$ cat src/rtl/ifetch_if.sv
// Bundle of the fetch stage's imem request port, decode handshake and redirect input.
// master = fetch stage, slave = surrounding datapath (imem, decode, execute).
interface ifetch_if;
    logic        imem_memrq;
    logic        imem_rnw;
    logic [31:0] imem_pc;
    logic [31:0] imem_data;
    logic        redirect;
    logic [31:0] redirect_pc;
    logic        id_ready;
    logic        id_valid;
    logic [31:0] id_instr;
    logic [31:0] id_pc;
    logic        misalign;
    logic [1:0]  fill_state;

    modport master (
        output imem_memrq, imem_rnw, imem_pc,
        input  imem_data,
        input  redirect, redirect_pc,
        input  id_ready,
        output id_valid, id_instr, id_pc,
        output misalign, fill_state
    );

    modport slave (
        input  imem_memrq, imem_rnw, imem_pc,
        output imem_data,
        output redirect, redirect_pc,
        output id_ready,
        input  id_valid, id_instr, id_pc,
        input  misalign, fill_state
    );
endinterface

$ cat src/rtl/ifetch.sv
// Instruction fetch: owns the PC, reads imem, queues words in a 2-entry buffer for decode.
// A redirect from execute flushes the buffer and restarts fetch at the (word-aligned) target.
module ifetch #(
    parameter logic [31:0] RESET_PC  = 32'h0000_0000,
    parameter logic [31:0] NOP_INSTR = 32'h0000_0013
) (
    input  logic     clk,
    input  logic     reset,
    ifetch_if.master bus
);
    // Decode handshake: an entry moves to decode in any cycle where id_valid and
    // id_ready are both 1 at the rising edge; id_valid depends only on registered
    // state, and id_instr/id_pc stay stable while id_valid is held without id_ready.

    typedef enum logic [1:0] {
        EMPTY = 2'd0,
        ONE   = 2'd1,
        FULL  = 2'd2
    } fill_t;

    fill_t       state_q, state_next;
    logic [31:0] pc;
    logic        rd_ptr, wr_ptr;
    logic        misalign_q;
    logic [31:0] buf_pc    [2];
    logic [31:0] buf_instr [2];
    logic        pop, fetch;

    assign pop   = bus.id_valid & bus.id_ready;
    assign fetch = reset & ~bus.redirect & ((state_q != FULL) | pop);

    assign bus.imem_memrq = fetch;
    assign bus.imem_rnw   = 1'b1;
    assign bus.imem_pc    = pc;
    assign bus.id_valid   = (state_q != EMPTY);
    assign bus.id_instr   = bus.id_valid ? buf_instr[rd_ptr] : NOP_INSTR;
    assign bus.id_pc      = bus.id_valid ? buf_pc[rd_ptr]    : pc;
    assign bus.misalign   = misalign_q;
    assign bus.fill_state = state_q;

    always_ff @(posedge clk) begin
        if (!reset) begin
            state_q <= EMPTY;
        end else begin
            state_q <= state_next;
        end
    end

    // Simultaneous fetch and pop leave the fill level unchanged.
    always_comb begin
        state_next = state_q;
        if (bus.redirect) begin
            state_next = EMPTY;
        end else if (fetch && !pop) begin
            state_next = (state_q == EMPTY) ? ONE : FULL;
        end else if (pop && !fetch) begin
            state_next = (state_q == FULL) ? ONE : EMPTY;
        end
    end

    always_ff @(posedge clk) begin
        if (!reset) begin
            pc         <= RESET_PC;
            rd_ptr     <= 1'b0;
            wr_ptr     <= 1'b0;
            misalign_q <= 1'b0;
        end else begin
            misalign_q <= bus.redirect & (|bus.redirect_pc[1:0]);
            if (bus.redirect) begin
                pc     <= {bus.redirect_pc[31:2], 2'b00};
                rd_ptr <= 1'b0;
                wr_ptr <= 1'b0;
            end else begin
                if (fetch) begin
                    wr_ptr <= ~wr_ptr;
                    pc     <= pc + 32'd4;
                end
                if (pop) begin
                    rd_ptr <= ~rd_ptr;
                end
            end
        end
    end

    // Buffer storage needs no reset: entries are only read when counted valid.
    always_ff @(posedge clk) begin
        if (fetch) begin
            buf_pc[wr_ptr]    <= pc;
            buf_instr[wr_ptr] <= bus.imem_data;
        end
    end
endmodule
$ cat src/flat_wrapper.sv
// flat-port wrapper written by rule: the top's interface ports become plain ports
module ifetch_flat 
#(
    parameter logic [31:0] RESET_PC  = 32'h0000_0000,
    parameter logic [31:0] NOP_INSTR = 32'h0000_0013
)
  (clk, reset, bus_imem_memrq, bus_imem_rnw, bus_imem_pc, bus_imem_data, bus_redirect, bus_redirect_pc, bus_id_ready, bus_id_valid, bus_id_instr, bus_id_pc, bus_misalign, bus_fill_state);
  ifetch_if bus_i ();
  input  logic clk;
  input  logic reset;
  output wire logic [$bits(bus_i.imem_memrq)-1:0] bus_imem_memrq;
  output wire logic [$bits(bus_i.imem_rnw)-1:0] bus_imem_rnw;
  output wire logic [$bits(bus_i.imem_pc)-1:0] bus_imem_pc;
  input wire logic [$bits(bus_i.imem_data)-1:0] bus_imem_data;
  input wire logic [$bits(bus_i.redirect)-1:0] bus_redirect;
  input wire logic [$bits(bus_i.redirect_pc)-1:0] bus_redirect_pc;
  input wire logic [$bits(bus_i.id_ready)-1:0] bus_id_ready;
  output wire logic [$bits(bus_i.id_valid)-1:0] bus_id_valid;
  output wire logic [$bits(bus_i.id_instr)-1:0] bus_id_instr;
  output wire logic [$bits(bus_i.id_pc)-1:0] bus_id_pc;
  output wire logic [$bits(bus_i.misalign)-1:0] bus_misalign;
  output wire logic [$bits(bus_i.fill_state)-1:0] bus_fill_state;
  assign bus_imem_memrq = bus_i.imem_memrq;
  assign bus_imem_rnw = bus_i.imem_rnw;
  assign bus_imem_pc = bus_i.imem_pc;
  assign bus_i.imem_data = bus_imem_data;
  assign bus_i.redirect = bus_redirect;
  assign bus_i.redirect_pc = bus_redirect_pc;
  assign bus_i.id_ready = bus_id_ready;
  assign bus_id_valid = bus_i.id_valid;
  assign bus_id_instr = bus_i.id_instr;
  assign bus_id_pc = bus_i.id_pc;
  assign bus_misalign = bus_i.misalign;
  assign bus_fill_state = bus_i.fill_state;
  ifetch #(.RESET_PC(RESET_PC), .NOP_INSTR(NOP_INSTR)) u_core (.clk(clk), .reset(reset), .bus(bus_i));
endmodule
$ cat config.mk
export PLATFORM = sky130hd
export DESIGN_NAME = ifetch_flat
export DESIGN_NICKNAME = d
export VERILOG_FILES = /design/src/rtl/ifetch_if.sv /design/src/rtl/ifetch.sv /design/src/flat_wrapper.sv
export SDC_FILE = /design/constraint.sdc
export NUM_CORES = 1
export LEC_CHECK = 0
export CAP_MARGIN = 20
export CORE_MARGIN = 3
export CORE_UTILIZATION = 25
export DETAILED_ROUTE_END_ITERATION = 7
export DONT_BUFFER_PORTS = 1
export PLACE_DENSITY_LB_ADDON = 0.15
export SYNTH_ARGS = -nofsm -noshare
export SYNTH_HDL_FRONTEND = slang
export SYNTH_SLANG_ARGS = --single-unit
export TNS_END_PERCENT = 5
$ cat constraint.sdc
create_clock -name clk -period 12 [get_ports clk]
set_clock_uncertainty 0.1 [all_clocks]
set_input_delay 2.4 -clock clk [delete_from_list [all_inputs] [get_ports clk]]
set_output_delay 2.4 -clock clk [all_outputs]
set_load 0.01 [all_outputs]
==> run_results.csv <==
group,metric,value,unit
sta,report.final.slew_viol_count,0,
die,die_x,173,µm
placed_design,dpl.hpwl,12.6,mm
finish,final_area,7870,µm²
worst_setup_path,worstReg2RegStart,"u_core.bus.fill_state[0]",
drt,drtIter0Drc,294,
finish,multi_input_area,2310,µm²
finish,final_cells,933,
power,ir_worst_vdd,0.0880,mV
clock_tree,numCtsBuffers,17,
sta,rsz0062_at_grt,"false",
drt,wl,18.7,mm
power,p_int,0.935,mW
finish,area.growth.synth_to_final,13.1,%
drt,wirelength_met1,7.85,mm
finish,final_common_cell,"edfxtp_1",
worst_setup_path,arrival,3.51,ns
power,combPwrFrac,4.1,%
logic_synthesis,syn_inst,567,
drt,detail_route.first_pass.iterations,4,
job,maxCapViolations,0,
grt,grt_overflow,0,
die,start_util,25.6,%
logic_synthesis,async_flop_share,0,%
power,p_per_area,158,nW/µm²
clock_tree,root_buffer,"clkbuf_16",
finish,nFillCells,2835,
sta,setup_viol,0,
sta,tns,0,ns
die,die-area,29900,µm²
logic_synthesis,synth_cell_type_count,56,
finish,drive_above_1_share,8.91,%
power,netSwitchingFraction,24.9,%
power,clkPwrFrac,43.9,%
drt,ant_nets,0,
hold_path,min-delay-start,"u_core.rd_ptr",
worst_setup_path,critPathKind,"input pin to primary output",
power,total_power,1.24,mW
clock_tree,cts_tree,"done",
sta,period_minus_slack,6.01,ns
worst_setup_path,start_kind,"input pin",
die,io_pins,170,
sta,max-slew-margin-rel,22.0,%
sta,hold_viol_final,0,
worst_setup_path,critPathCaptureType,"primary output",
clock_tree,clkTransAtPathRegs,0.07,ns
grt,grtUsageTotal,12.5,%
finish,final_cell_mix,"edfxtp_1 (124), mux2i_1 (62), nand2_1 (49)",
drt,avgRoutedWirePerCell,20.0,µm
logic_synthesis,seq_area_frac_synth,63.9,%
logic_synthesis,synth_edf_count,124,
logic_synthesis,syn_area_per_cell,12.3,µm²
finish,final_net_count,618,
grt,grt_pass1_wl,28.5,mm
clock_tree,hold_buffers,0,
clock_tree,cts.sinks,160,
outcome,status,"finished, final reports clean",
worst_setup_path,r2r_setup_slack,8.83,ns
hold_path,hold_class,"register to register",
worst_setup_path,critPathMaxFanout,34,
drt,vias,4384,
grt,grt_pass1_vias,4430,
die,num_rows,60,
finish,seqCellArea,4450,µm²
placed_design,dp_cells,901,
die,die_h,173,µm
power,leakage,2.36,nW
drt,viasPerCell,4.70,
die,core_area,27200,µm²
placed_design,place_congestion,0.739,
clock_tree,cts_resized,0,
finish,diodes,0,
worst_setup_path,critPathLaunch,"reset",
sta,tightest_slew,1.16,ns
drt,drc,0,
sta,fin_crit_sh,50.0,%
logic_synthesis,synth_ff_type,"edfxtp_1",
worst_setup_path,cp_data_required_time,9.50,ns
placed_design,port_buffers,0,
logic_synthesis,synth_seq_cells,160,
clock_tree,clk_latency,0.42,ns
clock_tree,htree_levels,4,
logic_synthesis,synthesis.area,6960,µm²
drt,route.met3.wl,1.59,mm
drt,wl_met2,9.03,mm
sta,max_freq,0.167,GHz
clock_tree,clockBufferDepth,2,
placed_design,dpl_cell_area,7280,µm²
drt,top_layer,"met5",
power,switchingPower,0.309,mW
grt,antenna_found_initial,4,
clock_tree,post-cts-setup-buffers,0,
grt,grt_start_max_net_pins,91,
logic_synthesis,ys_warn_count,0,
power,power_frac_seq,52.0,%
==> state kept, by name (all words and copies together) (netlist names), named ones only <==
name                   count
u_core.bus.fill_state      2
u_core.rd_ptr              1
u_core.wr_ptr              1
u_core.bus.misalign        1
u_core.bus.imem_pc        30
u_core.buf_instr          64
u_core.buf_pc             60
==> area by class of cell <==
| type | count | area share, % |
|---|---|---|
| repair buffers | 4 | 0.381 |
| clock buffers | 17 | 5.40 |
| multi-input cells | 359 | 29.3 |
| clock inverters | 15 | 2.19 |
| inverters | 6 | 0.286 |
| flip-flops and latches | 160 | 56.5 |
| well taps | 372 | 5.91 |
==> kinds of logic after synthesis <==
logic type               share of synthesized area, %
flip-flops                                       63.9
buffers and inverters                            3.42
multiplexers                                     8.92
adder cells (fa/ha/maj)                         0.359
XOR/XNOR                                         1.13
AND/OR/NAND/NOR                                  12.5
other                                           0.108
AO/OA/AOI/OAI                                    9.69
==> power groups by stage <==
| stage | clock (mW) | combinational, mW | sequential [mW] |
|---|---|---|---|
| floorplan | 0 | 0.0458 | 0.650 |
| global placement | 0 | 0.0515 | 0.660 |
| detailed placement | 0 | 0.0522 | 0.661 |
| CTS | 0.565 | 0.0524 | 0.649 |
| global route | 0.590 | 0.0583 | 0.652 |
| finish | 0.546 | 0.0508 | 0.648 |
==> critical path, stage by stage <==
cell	delay [ns]
nor2b_1	0.55
nand2_1	0.34
inv_2	0.21
==> Yosys cell counts, drive strengths merged, types with 3 or more instances <==
cell type | count | share of area (%)
o211a | 4 | 0.58
a31oi | 12 | 1.1
o21a | 4 | 0.43
o311a | 3 | 0.43
inv | 6 | 0.32
edfxtp | 124 | 53
nor4 | 6 | 0.54
o21ai | 54 | 3.9
nand2 | 49 | 2.6
clkbuf | 30 | 1.6
a21oi | 9 | 0.65
or4 | 13 | 1.5
dfxtp | 36 | 10
or2 | 3 | 0.27
o31ai | 9 | 0.97
mux2i | 62 | 8.9
nand2b | 4 | 0.36
buf | 15 | 1.5
nor3 | 11 | 0.79
nand4 | 10 | 0.99
a32oi | 3 | 0.38
nand3 | 16 | 1.2
nor2 | 45 | 2.4
xnor2 | 7 | 0.88
==> metrics by stage <==
stage                     setup WS [ns]  hold slack [ns]  utilization (%)
after floorplan                    5.87            0.372                -
after global placement             6.04            0.395             26.8
after detailed placement           5.99            0.405             26.8
after CTS                          5.98            0.423             29.0
after global routing               5.94            0.433             29.0
final                              5.99            0.415             29.0
==> metal layers <==
| metal | track usage [%] | up-vias |
|---|---|---|
| met5 | 0 | - |
| met4 | 3.07 | 6 |
| met3 | 5.56 | 15 |
| met2 | 20.4 | 151 |
| met1 | 15.0 | 2117 |
| li1 | - | 2095 |
==> worst paths after layout <==
path,to,cells after the start
worst min register to register,u_core.rd_ptr,2
worst max-delay path,bus_imem_memrq,3
worst min-delay path,u_core.rd_ptr,2
worst max register to register,u_core.buf_instr[0][5],4
Note: power is estimated with default switching activity, not from simulation.
